`src/rtl/dmem_pkg.sv`:
```
// Shared definitions for the data-memory load/store sequencer: funct3 codes,
// sequencer states and the access decode helpers.
package dmem_pkg;

  localparam int RAM_ADDR_W = 10;

  localparam logic [2:0] F3_B  = 3'b000;
  localparam logic [2:0] F3_H  = 3'b001;
  localparam logic [2:0] F3_W  = 3'b010;
  localparam logic [2:0] F3_BU = 3'b100;
  localparam logic [2:0] F3_HU = 3'b101;

  typedef enum logic [1:0] {
    IDLE  = 2'd0,
    STORE = 2'd1,
    LOAD  = 2'd2,
    DONE  = 2'd3
  } lsu_state_t;

  // Number of bytes moved by an access of the given funct3.
  function automatic logic [2:0] byte_count(input logic [2:0] f3);
    logic [2:0] n;
    case (f3[1:0])
      2'b00:   n = 3'd1;
      2'b01:   n = 3'd2;
      default: n = 3'd4;
    endcase
    return n;
  endfunction

  // True when funct3 is legal for the direction and the address is aligned.
  function automatic logic access_ok(input logic we, input logic [2:0] f3,
                                     input logic [1:0] a);
    logic legal;
    logic aligned;
    case (f3)
      F3_B:    legal = 1'b1;
      F3_H:    legal = 1'b1;
      F3_W:    legal = 1'b1;
      F3_BU:   legal = ~we;
      F3_HU:   legal = ~we;
      default: legal = 1'b0;
    endcase
    case (f3[1:0])
      2'b01:   aligned = ~a[0];
      2'b10:   aligned = (a == 2'b00);
      default: aligned = 1'b1;
    endcase
    return legal & aligned;
  endfunction

endpackage

```
`src/rtl/dmem_lsu_if.sv`:
```
// Core-side request/response and RAM-port bundle of the load/store sequencer.
interface dmem_lsu_if #(
  parameter int ADDR_W = 10,
  parameter int XLEN   = 32
);
  logic              i_req;
  logic              i_we;
  logic [XLEN-1:0]   i_addr;
  logic [2:0]        i_funct3;
  logic [XLEN-1:0]   i_wdata;
  logic              o_ready;
  logic              o_done;
  logic              o_err;
  logic [XLEN-1:0]   o_rdata;
  logic              o_ram_we;
  logic [ADDR_W-1:0] o_ram_waddr;
  logic [7:0]        o_ram_wdata;
  logic [ADDR_W-1:0] o_ram_raddr;
  logic [7:0]        i_ram_rdata;

  modport slave (
    input  i_req, i_we, i_addr, i_funct3, i_wdata, i_ram_rdata,
    output o_ready, o_done, o_err, o_rdata,
           o_ram_we, o_ram_waddr, o_ram_wdata, o_ram_raddr
  );

  modport master (
    output i_req, i_we, i_addr, i_funct3, i_wdata, i_ram_rdata,
    input  o_ready, o_done, o_err, o_rdata,
           o_ram_we, o_ram_waddr, o_ram_wdata, o_ram_raddr
  );
endinterface

```
`src/rtl/dmem_lsu_load_ext.sv`:
```
// Sign/zero extension of the captured load bytes according to funct3.
module load_ext
  import dmem_pkg::*;
#(
  parameter int XLEN = 32
) (
  input  logic [2:0]      funct3,
  input  logic [31:0]     data,
  output logic [XLEN-1:0] result
);

  // Select width and extension from funct3.
  always_comb begin
    result = {XLEN{1'b0}};
    case (funct3)
      F3_B:    result = {{(XLEN-8){data[7]}}, data[7:0]};
      F3_H:    result = {{(XLEN-16){data[15]}}, data[15:0]};
      F3_W:    result = XLEN'(data);
      F3_BU:   result = XLEN'(data[7:0]);
      F3_HU:   result = XLEN'(data[15:0]);
      default: result = {XLEN{1'b0}};
    endcase
  end

endmodule

```
`src/rtl/dmem_lsu.sv`:
```
// Load/store sequencer: splits one RV32 access into little-endian byte
// accesses on a byte-wide RAM with a one-cycle read latency.
module dmem_lsu
  import dmem_pkg::*;
#(
  parameter int ADDR_W = RAM_ADDR_W,
  parameter int XLEN   = 32
) (
  input  logic      clk,
  input  logic      rst_n,
  dmem_lsu_if.slave bus
);

  lsu_state_t        state_r, state_s;
  logic [2:0]        cnt_r, cnt_s, num_r, num_s, f3_r, f3_s;
  logic [2:0]        cnt_inc_s, cap_idx_s;
  logic [ADDR_W-1:0] base_r, base_s;
  logic [31:0]       wdata_r, wdata_s, bytes_r, bytes_s, cap_bytes_s;
  logic              ready_r, ready_s, done_r, done_s, err_r, err_s;
  logic [XLEN-1:0]   rdata_r, rdata_s, ext_s;
  logic              ram_we_r, ram_we_s;
  logic [ADDR_W-1:0] waddr_r, waddr_s, raddr_r, raddr_s;
  logic [7:0]        wbyte_r, wbyte_s;
  logic              unused_addr_s;

  assign cnt_inc_s     = cnt_r + 3'd1;
  assign cap_idx_s     = cnt_r - 3'd1;
  assign unused_addr_s = ^bus.i_addr[XLEN-1:ADDR_W];

  // Load bytes including the one arriving this cycle; cnt_r counts LOAD cycles
  // already spent, so the RAM is returning the byte issued one cycle earlier.
  always_comb begin
    cap_bytes_s = bytes_r;
    if (state_r == LOAD && cnt_r != 3'd0) begin
      cap_bytes_s[{cap_idx_s[1:0], 3'b000} +: 8] = bus.i_ram_rdata;
    end else begin
      cap_bytes_s = bytes_r;
    end
  end

  load_ext #(.XLEN(XLEN)) u_load_ext (
    .funct3 (f3_r),
    .data   (cap_bytes_s),
    .result (ext_s)
  );

  // Next-state and next-output logic; RAM strobes default to idle zeros.
  always_comb begin
    state_s  = state_r;
    cnt_s    = cnt_r;
    num_s    = num_r;
    f3_s     = f3_r;
    base_s   = base_r;
    wdata_s  = wdata_r;
    bytes_s  = bytes_r;
    rdata_s  = rdata_r;
    done_s   = 1'b0;
    err_s    = 1'b0;
    ram_we_s = 1'b0;
    waddr_s  = {ADDR_W{1'b0}};
    wbyte_s  = 8'h00;
    raddr_s  = {ADDR_W{1'b0}};
    case (state_r)
      IDLE: begin
        if (bus.i_req) begin
          base_s  = bus.i_addr[ADDR_W-1:0];
          f3_s    = bus.i_funct3;
          wdata_s = bus.i_wdata[31:0];
          num_s   = byte_count(bus.i_funct3);
          cnt_s   = 3'd0;
          bytes_s = 32'h0000_0000;
          if (!access_ok(bus.i_we, bus.i_funct3, bus.i_addr[1:0])) begin
            state_s = DONE;
            done_s  = 1'b1;
            err_s   = 1'b1;
          end else if (bus.i_we) begin
            state_s  = STORE;
            ram_we_s = 1'b1;
            waddr_s  = bus.i_addr[ADDR_W-1:0];
            wbyte_s  = bus.i_wdata[7:0];
          end else begin
            state_s = LOAD;
            raddr_s = bus.i_addr[ADDR_W-1:0];
          end
        end else begin
          state_s = IDLE;
        end
      end
      STORE: begin
        if (cnt_inc_s == num_r) begin
          state_s = DONE;
          done_s  = 1'b1;
        end else begin
          cnt_s    = cnt_inc_s;
          ram_we_s = 1'b1;
          waddr_s  = base_r + ADDR_W'(cnt_inc_s);
          wbyte_s  = wdata_r[{cnt_inc_s[1:0], 3'b000} +: 8];
        end
      end
      LOAD: begin
        bytes_s = cap_bytes_s;
        if (cnt_r == num_r) begin
          state_s = DONE;
          done_s  = 1'b1;
          rdata_s = ext_s;
        end else begin
          cnt_s = cnt_inc_s;
          if (cnt_inc_s < num_r) begin
            raddr_s = base_r + ADDR_W'(cnt_inc_s);
          end else begin
            raddr_s = {ADDR_W{1'b0}};
          end
        end
      end
      DONE: begin
        state_s = IDLE;
      end
      default: begin
        state_s = IDLE;
      end
    endcase
    ready_s = (state_s == IDLE);
  end

  // State and registered-output update.
  always_ff @(posedge clk or negedge rst_n) begin
    if (!rst_n) begin
      state_r  <= IDLE;
      cnt_r    <= 3'd0;
      num_r    <= 3'd0;
      f3_r     <= 3'd0;
      base_r   <= {ADDR_W{1'b0}};
      wdata_r  <= 32'h0000_0000;
      bytes_r  <= 32'h0000_0000;
      rdata_r  <= {XLEN{1'b0}};
      ready_r  <= 1'b1;
      done_r   <= 1'b0;
      err_r    <= 1'b0;
      ram_we_r <= 1'b0;
      waddr_r  <= {ADDR_W{1'b0}};
      wbyte_r  <= 8'h00;
      raddr_r  <= {ADDR_W{1'b0}};
    end else begin
      state_r  <= state_s;
      cnt_r    <= cnt_s;
      num_r    <= num_s;
      f3_r     <= f3_s;
      base_r   <= base_s;
      wdata_r  <= wdata_s;
      bytes_r  <= bytes_s;
      rdata_r  <= rdata_s;
      ready_r  <= ready_s;
      done_r   <= done_s;
      err_r    <= err_s;
      ram_we_r <= ram_we_s;
      waddr_r  <= waddr_s;
      wbyte_r  <= wbyte_s;
      raddr_r  <= raddr_s;
    end
  end

  assign bus.o_ready     = ready_r;
  assign bus.o_done      = done_r;
  assign bus.o_err       = err_r;
  assign bus.o_rdata     = rdata_r;
  assign bus.o_ram_we    = ram_we_r;
  assign bus.o_ram_waddr = waddr_r;
  assign bus.o_ram_wdata = wbyte_r;
  assign bus.o_ram_raddr = raddr_r;

endmodule
```
`src/flat_wrapper.sv`:
```
// flat-port wrapper written by rule: the top's interface ports become plain ports
module dmem_lsu_flat import dmem_pkg::*;
#(
  parameter int ADDR_W = RAM_ADDR_W,
  parameter int XLEN   = 32
)
  (clk, rst_n, bus_i_req, bus_i_we, bus_i_addr, bus_i_funct3, bus_i_wdata, bus_i_ram_rdata, bus_o_ready, bus_o_done, bus_o_err, bus_o_rdata, bus_o_ram_we, bus_o_ram_waddr, bus_o_ram_wdata, bus_o_ram_raddr);
  dmem_lsu_if #(.ADDR_W(ADDR_W), .XLEN(XLEN)) bus_i ();
  input  logic clk;
  input  logic rst_n;
  input wire logic [$bits(bus_i.i_req)-1:0] bus_i_req;
  input wire logic [$bits(bus_i.i_we)-1:0] bus_i_we;
  input wire logic [$bits(bus_i.i_addr)-1:0] bus_i_addr;
  input wire logic [$bits(bus_i.i_funct3)-1:0] bus_i_funct3;
  input wire logic [$bits(bus_i.i_wdata)-1:0] bus_i_wdata;
  input wire logic [$bits(bus_i.i_ram_rdata)-1:0] bus_i_ram_rdata;
  output wire logic [$bits(bus_i.o_ready)-1:0] bus_o_ready;
  output wire logic [$bits(bus_i.o_done)-1:0] bus_o_done;
  output wire logic [$bits(bus_i.o_err)-1:0] bus_o_err;
  output wire logic [$bits(bus_i.o_rdata)-1:0] bus_o_rdata;
  output wire logic [$bits(bus_i.o_ram_we)-1:0] bus_o_ram_we;
  output wire logic [$bits(bus_i.o_ram_waddr)-1:0] bus_o_ram_waddr;
  output wire logic [$bits(bus_i.o_ram_wdata)-1:0] bus_o_ram_wdata;
  output wire logic [$bits(bus_i.o_ram_raddr)-1:0] bus_o_ram_raddr;
  assign bus_i.i_req = bus_i_req;
  assign bus_i.i_we = bus_i_we;
  assign bus_i.i_addr = bus_i_addr;
  assign bus_i.i_funct3 = bus_i_funct3;
  assign bus_i.i_wdata = bus_i_wdata;
  assign bus_i.i_ram_rdata = bus_i_ram_rdata;
  assign bus_o_ready = bus_i.o_ready;
  assign bus_o_done = bus_i.o_done;
  assign bus_o_err = bus_i.o_err;
  assign bus_o_rdata = bus_i.o_rdata;
  assign bus_o_ram_we = bus_i.o_ram_we;
  assign bus_o_ram_waddr = bus_i.o_ram_waddr;
  assign bus_o_ram_wdata = bus_i.o_ram_wdata;
  assign bus_o_ram_raddr = bus_i.o_ram_raddr;
  dmem_lsu #(.ADDR_W(ADDR_W), .XLEN(XLEN)) u_core (.clk(clk), .rst_n(rst_n), .bus(bus_i));
endmodule
```
`config.mk`:
```
export PLATFORM = sky130hd
export DESIGN_NAME = dmem_lsu_flat
export DESIGN_NICKNAME = d
export VERILOG_FILES = /design/src/rtl/dmem_pkg.sv /design/src/rtl/dmem_lsu_if.sv /design/src/rtl/dmem_lsu_load_ext.sv /design/src/rtl/dmem_lsu.sv /design/src/flat_wrapper.sv
export SDC_FILE = /design/constraint.sdc
export NUM_CORES = 1
export LEC_CHECK = 0
export ABC_AREA = 1
export CAP_MARGIN = 0
export CELL_PAD_IN_SITES_DETAIL_PLACEMENT = 2
export CELL_PAD_IN_SITES_GLOBAL_PLACEMENT = 2
export CORE_ASPECT_RATIO = 1.1
export CORE_MARGIN = 4
export CORE_UTILIZATION = 31
export CTS_BUF_LIST = sky130_fd_sc_hd__clkbuf_4 sky130_fd_sc_hd__clkbuf_8
export CTS_CLUSTER_SIZE = 28
export DETAILED_ROUTE_END_ITERATION = 16
export MAX_ROUTING_LAYER = met4
export PLACE_DENSITY = 0.86
export SYNTH_ARGS = -nofsm -noshare
export SYNTH_HDL_FRONTEND = slang
export SYNTH_HIERARCHICAL = 1
export SYNTH_SLANG_ARGS = --single-unit
```
`constraint.sdc`:
```
create_clock -name clk -period 2.8 [get_ports clk]
set_input_delay 0.56 -clock clk [delete_from_list [all_inputs] [get_ports clk]]
set_output_delay 0.56 -clock clk [all_outputs]
set_load 0.02 [all_outputs]
```
==> results of run 1 <==
[final timing paths]
| kind | from | endpoint | slack, ns |
|---|---|---|---|
| max in group asynchronous | rst_n | u_core/bus.o_rdata[31] | 2.03 |
| max reg2reg | u_core/cnt_r[0] | u_core/bus.o_ram_waddr[9] | 0.32 |
| min reg2reg | u_core/bus.o_rdata[10] | u_core/bus.o_rdata[10] | 0.49 |
| max | u_core/cnt_r[0] | u_core/bus.o_ram_waddr[9] | 0.32 |
| min in group clk | u_core/bus.o_rdata[10] | u_core/bus.o_rdata[10] | 0.49 |
| min | rst_n | u_core/wdata_r[26] | 0.03 |
[per-layer routing]
layer	wire length (um)	vias to the layer above	global-route usage
met5	0	-	-
met4	299	0	0.04604
met3	1001	24	0.03921
li1	-	3229	-
met2	12490	128	0.3411
met1	9982	3375	0.2209
[worst reg2reg max path: cells and delay by family, from the launching register on]
| kind | cells | cell delay, ns |
|---|---|---|
| DFF | 1 | 0.49 |
| and+or+nand+nor | 5 | 0.78 |
| buffers and inverters | 2 | 0.31 |
| adders and majority gates | 2 | 0.64 |
| AOI/OAI and AO/OA | 1 | 0.12 |
[flip-flops by register name (all words and copies together) (netlist names), 2 cells and up]
name and count:
u_core/num_r 3, u_core/wdata_r 32, u_core/state_r 2, u_core/cnt_r 3, u_core/bus.o_ram_wdata 8, u_core/base_r 10
u_core/bus.o_ram_waddr 10, u_core/bus.o_ram_raddr 10, u_core/bus.o_rdata 32, u_core/f3_r 3, u_core/bytes_r 32
[power groups by stage]
stage,Clock (mW),Combinational (mW),Sequential [mW]
CTS,1.84,4.39,3.37
floorplan,0,2.22,3.68
detailed placement,0,4.33,3.40
finish,1.78,4.30,3.36
global route,1.94,4.83,3.46
global placement,0,4.14,3.35
[placed cells by master (no fill, tap or decap)]
cell,synthesis,routed
nand2_1,389,389
dfrtp_1,148,148
clkdlybuf4s50_1,0,119
o21ai_0,95,95
inv_1,87,86
nand3_1,53,53
nor2_1,28,28
buf_4,4,22
ha_1,21,21
clkbuf_8,0,17
a22oi_1,13,13
o21ai_1,10,10
nand3_2,10,10
nor2_2,9,9
a21oi_1,7,7
a22o_1,7,7
inv_6,0,6
xor2_1,6,6
inv_2,5,5
clkinv_8,0,4
nor2_4,4,4
a21oi_2,4,4
nand4_1,3,3
inv_8,0,2
clkinv_1,1,2
nand2_2,2,2
nand2_4,2,2
bufinv_16,0,1
clkinvlp_4,0,1
clkinv_4,0,1
buf_6,4,1
nor3_1,1,1
fa_1,1,1
dfstp_2,1,1
buf_12,0,1
inv_4,1,1
[layout make-up]
type / instances / area (um^2)
multi-input cells: 665 / 3181
repair buffers: 143 / 1388
clock inverters: 15 / 186.4
fillers: 2698 / 14240
flip-flops and latches: 149 / 3730
well taps: 305 / 381.6
clock buffers: 17 / 234.0
inverters: 94 / 355.3
[logic make-up (layout without fill, tap and decap cells)]
family / after synthesis / count (layout)
fa+ha+maj: 22 / 22
simple gates: 501 / 501
xor+xnor: 6 / 6
buf+inv: 133 / 269
flops: 149 / 149
compound gates: 136 / 136
==> metrics.txt, run 1 <==
Switching Share 0.4504; Total Power between 9 and 10 mW; Yosys top cell by area dfrtp_1; clk buf depth 2; Gate power share 0.455; CTS tree built; Buf+Inv Stages, Crit Path 2; die width ~160 um; CP delay by family, top simple AND/OR/NAND/NOR gates; Pins Over Slew Limit 0; initial antenna violation count 0; area growth from synthesis to layout 26.31%; Crit Path Class reg2reg; Async SR Flop Fraction 1.000; setup bufs post-CTS 0; Compound-Gate Fraction of Synth Area 0.1008; Adder-Cell Fraction of Synth Area 0.03777; Crit-path slowest cell dfrtp_1; Post-Place Cells 1356; WL final around 24000 um; Final nets approximately 1200; Worst-Skew Late Latency 0.48 ns; Post-Synth Simple-Gate Area 0.2793; hpwl dp 17580 um; Mapped Area 7486 um^2; Core Area ~24000 um^2; setup violators final 0; Die ar. 26700 um^2; Synth cell types 30; Iteration-0 DRC Markers around 270; cts bufs inserted 17; CP Max Fanout 7; period utilization 0.8848; Final Instance Area approximately 9500 um^2; post_cts resized 0; routed len/inst roughly 17 um; DRC 0; pre-CTS setup slack 0.2702 ns; I/O pins around 140; total grt overflow 0; status complete, no violations; Area after DPL roughly 9000 um^2; max incr delay on CP slightly below 0.5 ns; Post-Syn Instances 947; yosys warns 6; Clk network pwr share 0.188; Critical Path End Type flip-flop; switching power about 4.2 mW; setup tns final 0 ns; Leak Pwr roughly 4.8 nW; worst-path cell chain inv_2 -> ha_1 -> buf_4 -> ha_1 -> nand3_1 -> nand3_1 -> nand3_1 -> nand2_1 -> nand3_1 -> o21ai_0; synthesis-stage register bit count between 100 and 150; Relative slew margins 0.5764; Worst VDD drop ~0.00047 V; slew at the pin with the worst max-slew slack between 0.6 and 0.7 ns; Final Hold Fails 0; top cells by area, synth dfrtp_1, nand2_1, o21ai_0; CTS clk-pin slew, worst paths 0.10 ns; CP Depth 10; largest net degree at the start of global routing 54; FP Rows a little under 60; Worst Path Required roughly 3.1 ns; Sink Count approximately 150; die outline height between 150 and 200 um; commonest cells in the netlist nand2_1, dfrtp_1, o21ai_0; clk root buf clkbuf_8; min Tclk post-route 2.477 ns; hold_ws ~0.032 ns; CP startpoint kind flip-flop; Seq/Total Area, Yosys 0.4982; top-area cell type share of the netlist area 0.4947; Top cell by count, worst path nand3_1; WP data arrival 2.82 ns; Max Cap Viol 0; vias per inst 4.867; first-pass GRT wire length roughly 40000 um; mux share of post-synthesis cell area 0; syn avg cell area 7.905 um^2; H-tree depth 4; setup ws final about 0.32 ns; syn nets between 1000 and 1500; share of layout cells above drive strength 1 0.08680; antenna cells 0; initial core utilization 0.3159; Hold WC Path Type in2async; register share of total power 0.356; vias in the first global route about 7600; Post-CTS Hold Buffers 0; final non-filler cell total between 1000 and 1500; fmax around 0.40 GHz; Post-synth EDFFs 0; IO buf count 120; fin util 0.3990; XOR/XNOR share of the synthesized area 0.007020; Max Clock Skew 0.01317 ns; First-pass DRT Iterations 4; largest family of logic cells by synthesized area simple AND/OR/NAND/NOR gates; GRT Total Usage 0.1912; Primary FF master, synth dfrtp_1; GP Congestion 0.7804; Int Power around 5.2 mW; RSZ-0062 raised after global routing no; R2R depth 10; Pwr Density ~1000 nW/um^2; count leader, synth nand2_1; Final ANT Viol Nets 0; routed vias around 6800
No activity file was read; power rests on OpenSTA's default activity.
==> run 2, diff against run 1 <==
--- a/config.mk
+++ b/config.mk
@@ -15,6 +15,7 @@
 export CTS_BUF_LIST = sky130_fd_sc_hd__clkbuf_4 sky130_fd_sc_hd__clkbuf_8
 export CTS_CLUSTER_SIZE = 28
 export DETAILED_ROUTE_END_ITERATION = 16
+export HOLD_SLACK_MARGIN = 0.12
 export MAX_ROUTING_LAYER = met4
 export PLACE_DENSITY = 0.86
 export SYNTH_ARGS = -nofsm -noshare
==> constraint.sdc (replaced) <==
create_clock -name clk -period 2.8 [get_ports clk]
set_input_delay 0.56 -clock clk [delete_from_list [all_inputs] [get_ports clk]]
set_output_delay 0.56 -clock clk [all_outputs]
set_load 0.05 [all_outputs]
==> run 2 against run 1 <==
  * Via count fell by 0.21%
  * Die area did not move
  * Register-to-register slack barely moved
  * Final cell count barely moved
  * Critical path depth did not move
  * Setup slack barely moved
  * Global-route usage barely moved
  * Critical path type unchanged
  * Count of clock-buffer cells in the layout did not move
  * First-iteration DRC count fell by 1.5%
  * Worst hold slack improved by 0.45 ns
  * Largest power group unchanged
  * Combinational power rose by 18%
  * Sequential cell count did not move
==> metrics.txt, run 2 (same netlist as run 1, synthesis figures left out) <==
status complete, no violations; clk buf depth 2 (unchanged); Final Hold Fails 0 (unchanged); CP delay by family, top simple AND/OR/NAND/NOR gates; initial core utilization 0.3159 (unchanged); Core Area 23700 um^2 (unchanged); period utilization 0.8848 (about the same); largest net degree at the start of global routing 54 (unchanged); CTS tree built; fin util 0.3994 (+0.0004220); Iteration-0 DRC Markers 261 (-1.5%); most common cell after layout, fill and taps aside nand2_1; GRT Total Usage 0.1913 (about the same); Max Clock Skew 0.01320 ns (+0.00003530 ns); max incr delay on CP 0.49 ns (about the same); commonest cells after routing, fill and taps aside nand2_1, dfrtp_1, clkdlybuf4s50_1; Relative slew margins 0.5882 (+0.01182); Post-Place Cells 1356 (unchanged); WP data arrival 2.82 ns (about the same); routed len/inst 17.13 um (about the same); fill count 2697 (-0.037%); die outline height 171.0 um (unchanged); FP Rows 59 (unchanged); die width 156.2 um (unchanged); Buf+Inv Stages, Crit Path 2 (unchanged); I/O pins 143 (unchanged); share of layout cells above drive strength 1 0.08672 (about the same); routed vias 6742 (-0.21%); Crit Path Class reg2reg; total grt overflow 0 (unchanged); cts bufs inserted 17 (unchanged); DRC 0 (unchanged); clk root buf clkbuf_8; worst-path cell chain inv_2 -> ha_1 -> buf_4 -> ha_1 -> nand3_1 -> nand3_1 -> nand3_1 -> nand2_1 -> nand3_1 -> o21ai_0; slew at the pin with the worst max-slew slack 0.6159 ns (-0.01877 ns); Final nets 1172 (+0.085%); Hold WC Path Type reg2reg; Critical Path End Type flip-flop; Pwr Density 1080 nW/um^2 (+8.3%); Worst-Skew Late Latency 0.48 ns (about the same); setup tns final 0 ns (unchanged); Top cell by count, worst path nand3_1; Sink Count 149 (unchanged); min Tclk post-route 2.477 ns (-0.00006900 ns); H-tree depth 4 (unchanged); Worst Hold Path EP u_core/bus.o_rdata[10]; setup violators final 0 (unchanged); setup ws final 0.3227 ns (+0.00006900 ns); IO buf count 120 (unchanged); WL final 23790 um (about the same); Crit-path slowest cell dfrtp_1; hold_ws 0.4863 ns (+0.4539 ns); Hold Path Depth 2; vias in the first global route 7552 (unchanged); register area 3730 um^2 (unchanged); final non-filler cell total 1389 (+0.072%); CP startpoint kind flip-flop; First-pass DRT Iterations 4 (unchanged); fmax 0.4037 GHz (about the same); Final ANT Viol Nets 0 (unchanged); launching point of the worst reg2reg path u_core/cnt_r[0]; area of the multi-input gates 3181 um^2 (unchanged); Leak Pwr 4.829 nW (about the same); RSZ-0062 raised after global routing no; Worst VDD drop 0.0006157 V (+32%); FF-to-FF End u_core/bus.o_ram_waddr[9]; hold_sp u_core/bus.o_rdata[10]; flop-to-flop setup slack 0.32 ns (about the same); antenna cells 0 (unchanged); first-pass GRT wire length 39560 um (about the same); Die ar. 26700 um^2 (unchanged); initial antenna violation count 0 (unchanged); CTS clk-pin slew, worst paths 0.09 ns (about the same); vias per inst 4.854 (-0.28%); CP Max Fanout 7 (unchanged); Max Cap Viol 0 (unchanged); Pins Over Slew Limit 0 (unchanged); pre-CTS setup slack 0.2702 ns (unchanged); area growth from synthesis to layout 26.44%; setup bufs post-CTS 0 (unchanged); GP Congestion 0.7804 (unchanged); R2R depth 10 (unchanged); Worst Path Required 3.14 ns (about the same); hpwl dp 17580 um (unchanged)
==> run 2: area by class of cell <==
cell class | instances | share of cell area
Sequential cell | 149 | 0.3941
Tap cell | 305 | 0.04032
Timing Repair Buffer | 144 | 0.1477
Multi-Input combinational cell | 665 | 0.3360
Inverter | 94 | 0.03754
Clock inverter | 15 | 0.01970
Clock buffer | 17 | 0.02472
==> run 2: where the power goes <==
group	switching (mW)	internal (mW)
Combinational	3.53	1.55
Sequential	0.496	2.87
Clock	1.02	0.760
==> run 2: how the worst max path moves through the flow <==
stage	startpoint	end	slack (ns)	cells after the start
3_5_place_dp	bus_i_ram_rdata[7]	u_core/bus.o_rdata[20]	0.27	13
2_1_floorplan	u_core/cnt_r[0]	u_core/bus.o_rdata[10]	0.48	15
5_1_grt	u_core/cnt_r[0]	u_core/bus.o_rdata[29]	0.09	15
6_report	u_core/cnt_r[0]	u_core/bus.o_ram_waddr[9]	0.32	10
4_1_cts	u_core/cnt_r[0]	u_core/bus.o_ram_waddr[9]	0.31	10
3_3_place_gp	bus_i_funct3[0]	u_core/bus.o_ram_wdata[5]	0.42	8
==> run 2: per-stage QoR <==
step	total power, mW	area, um^2
4_1_cts	10.39	9465
3_3_place_gp	8.286	9035
3_5_place_dp	8.522	9035
6_report	10.23	9465
5_1_grt	11.03	9465
2_1_floorplan	6.678	7486
==> run 2: repair_timing <==
action | CTS | global route
hold endpoints to repair | 49 | 0
gates resized for setup | 0 | 0
hold buffers | 1 | 0
==> run 2: worst register-to-register path: cells and delay by family (launching register included) <==
family / cells / cell delay, ns
AOI/OAI and AO/OA: 1 / 0.12
adders and majority gates: 2 / 0.64
buffers and inverters: 2 / 0.31
DFF: 1 / 0.49
and+or+nand+nor: 5 / 0.78
==> run 2: layer usage <==
| metal | vias to the layer above | global-route usage | part of all wire |
|---|---|---|---|
| li1 | 3228 | - | - |
| met1 | 3371 | 0.2210 | 0.42 |
| met2 | 119 | 0.3413 | 0.52 |
| met3 | 24 | 0.03921 | 0.040 |
| met4 | 0 | 0.04604 | 0.013 |
| met5 | - | - | 0 |
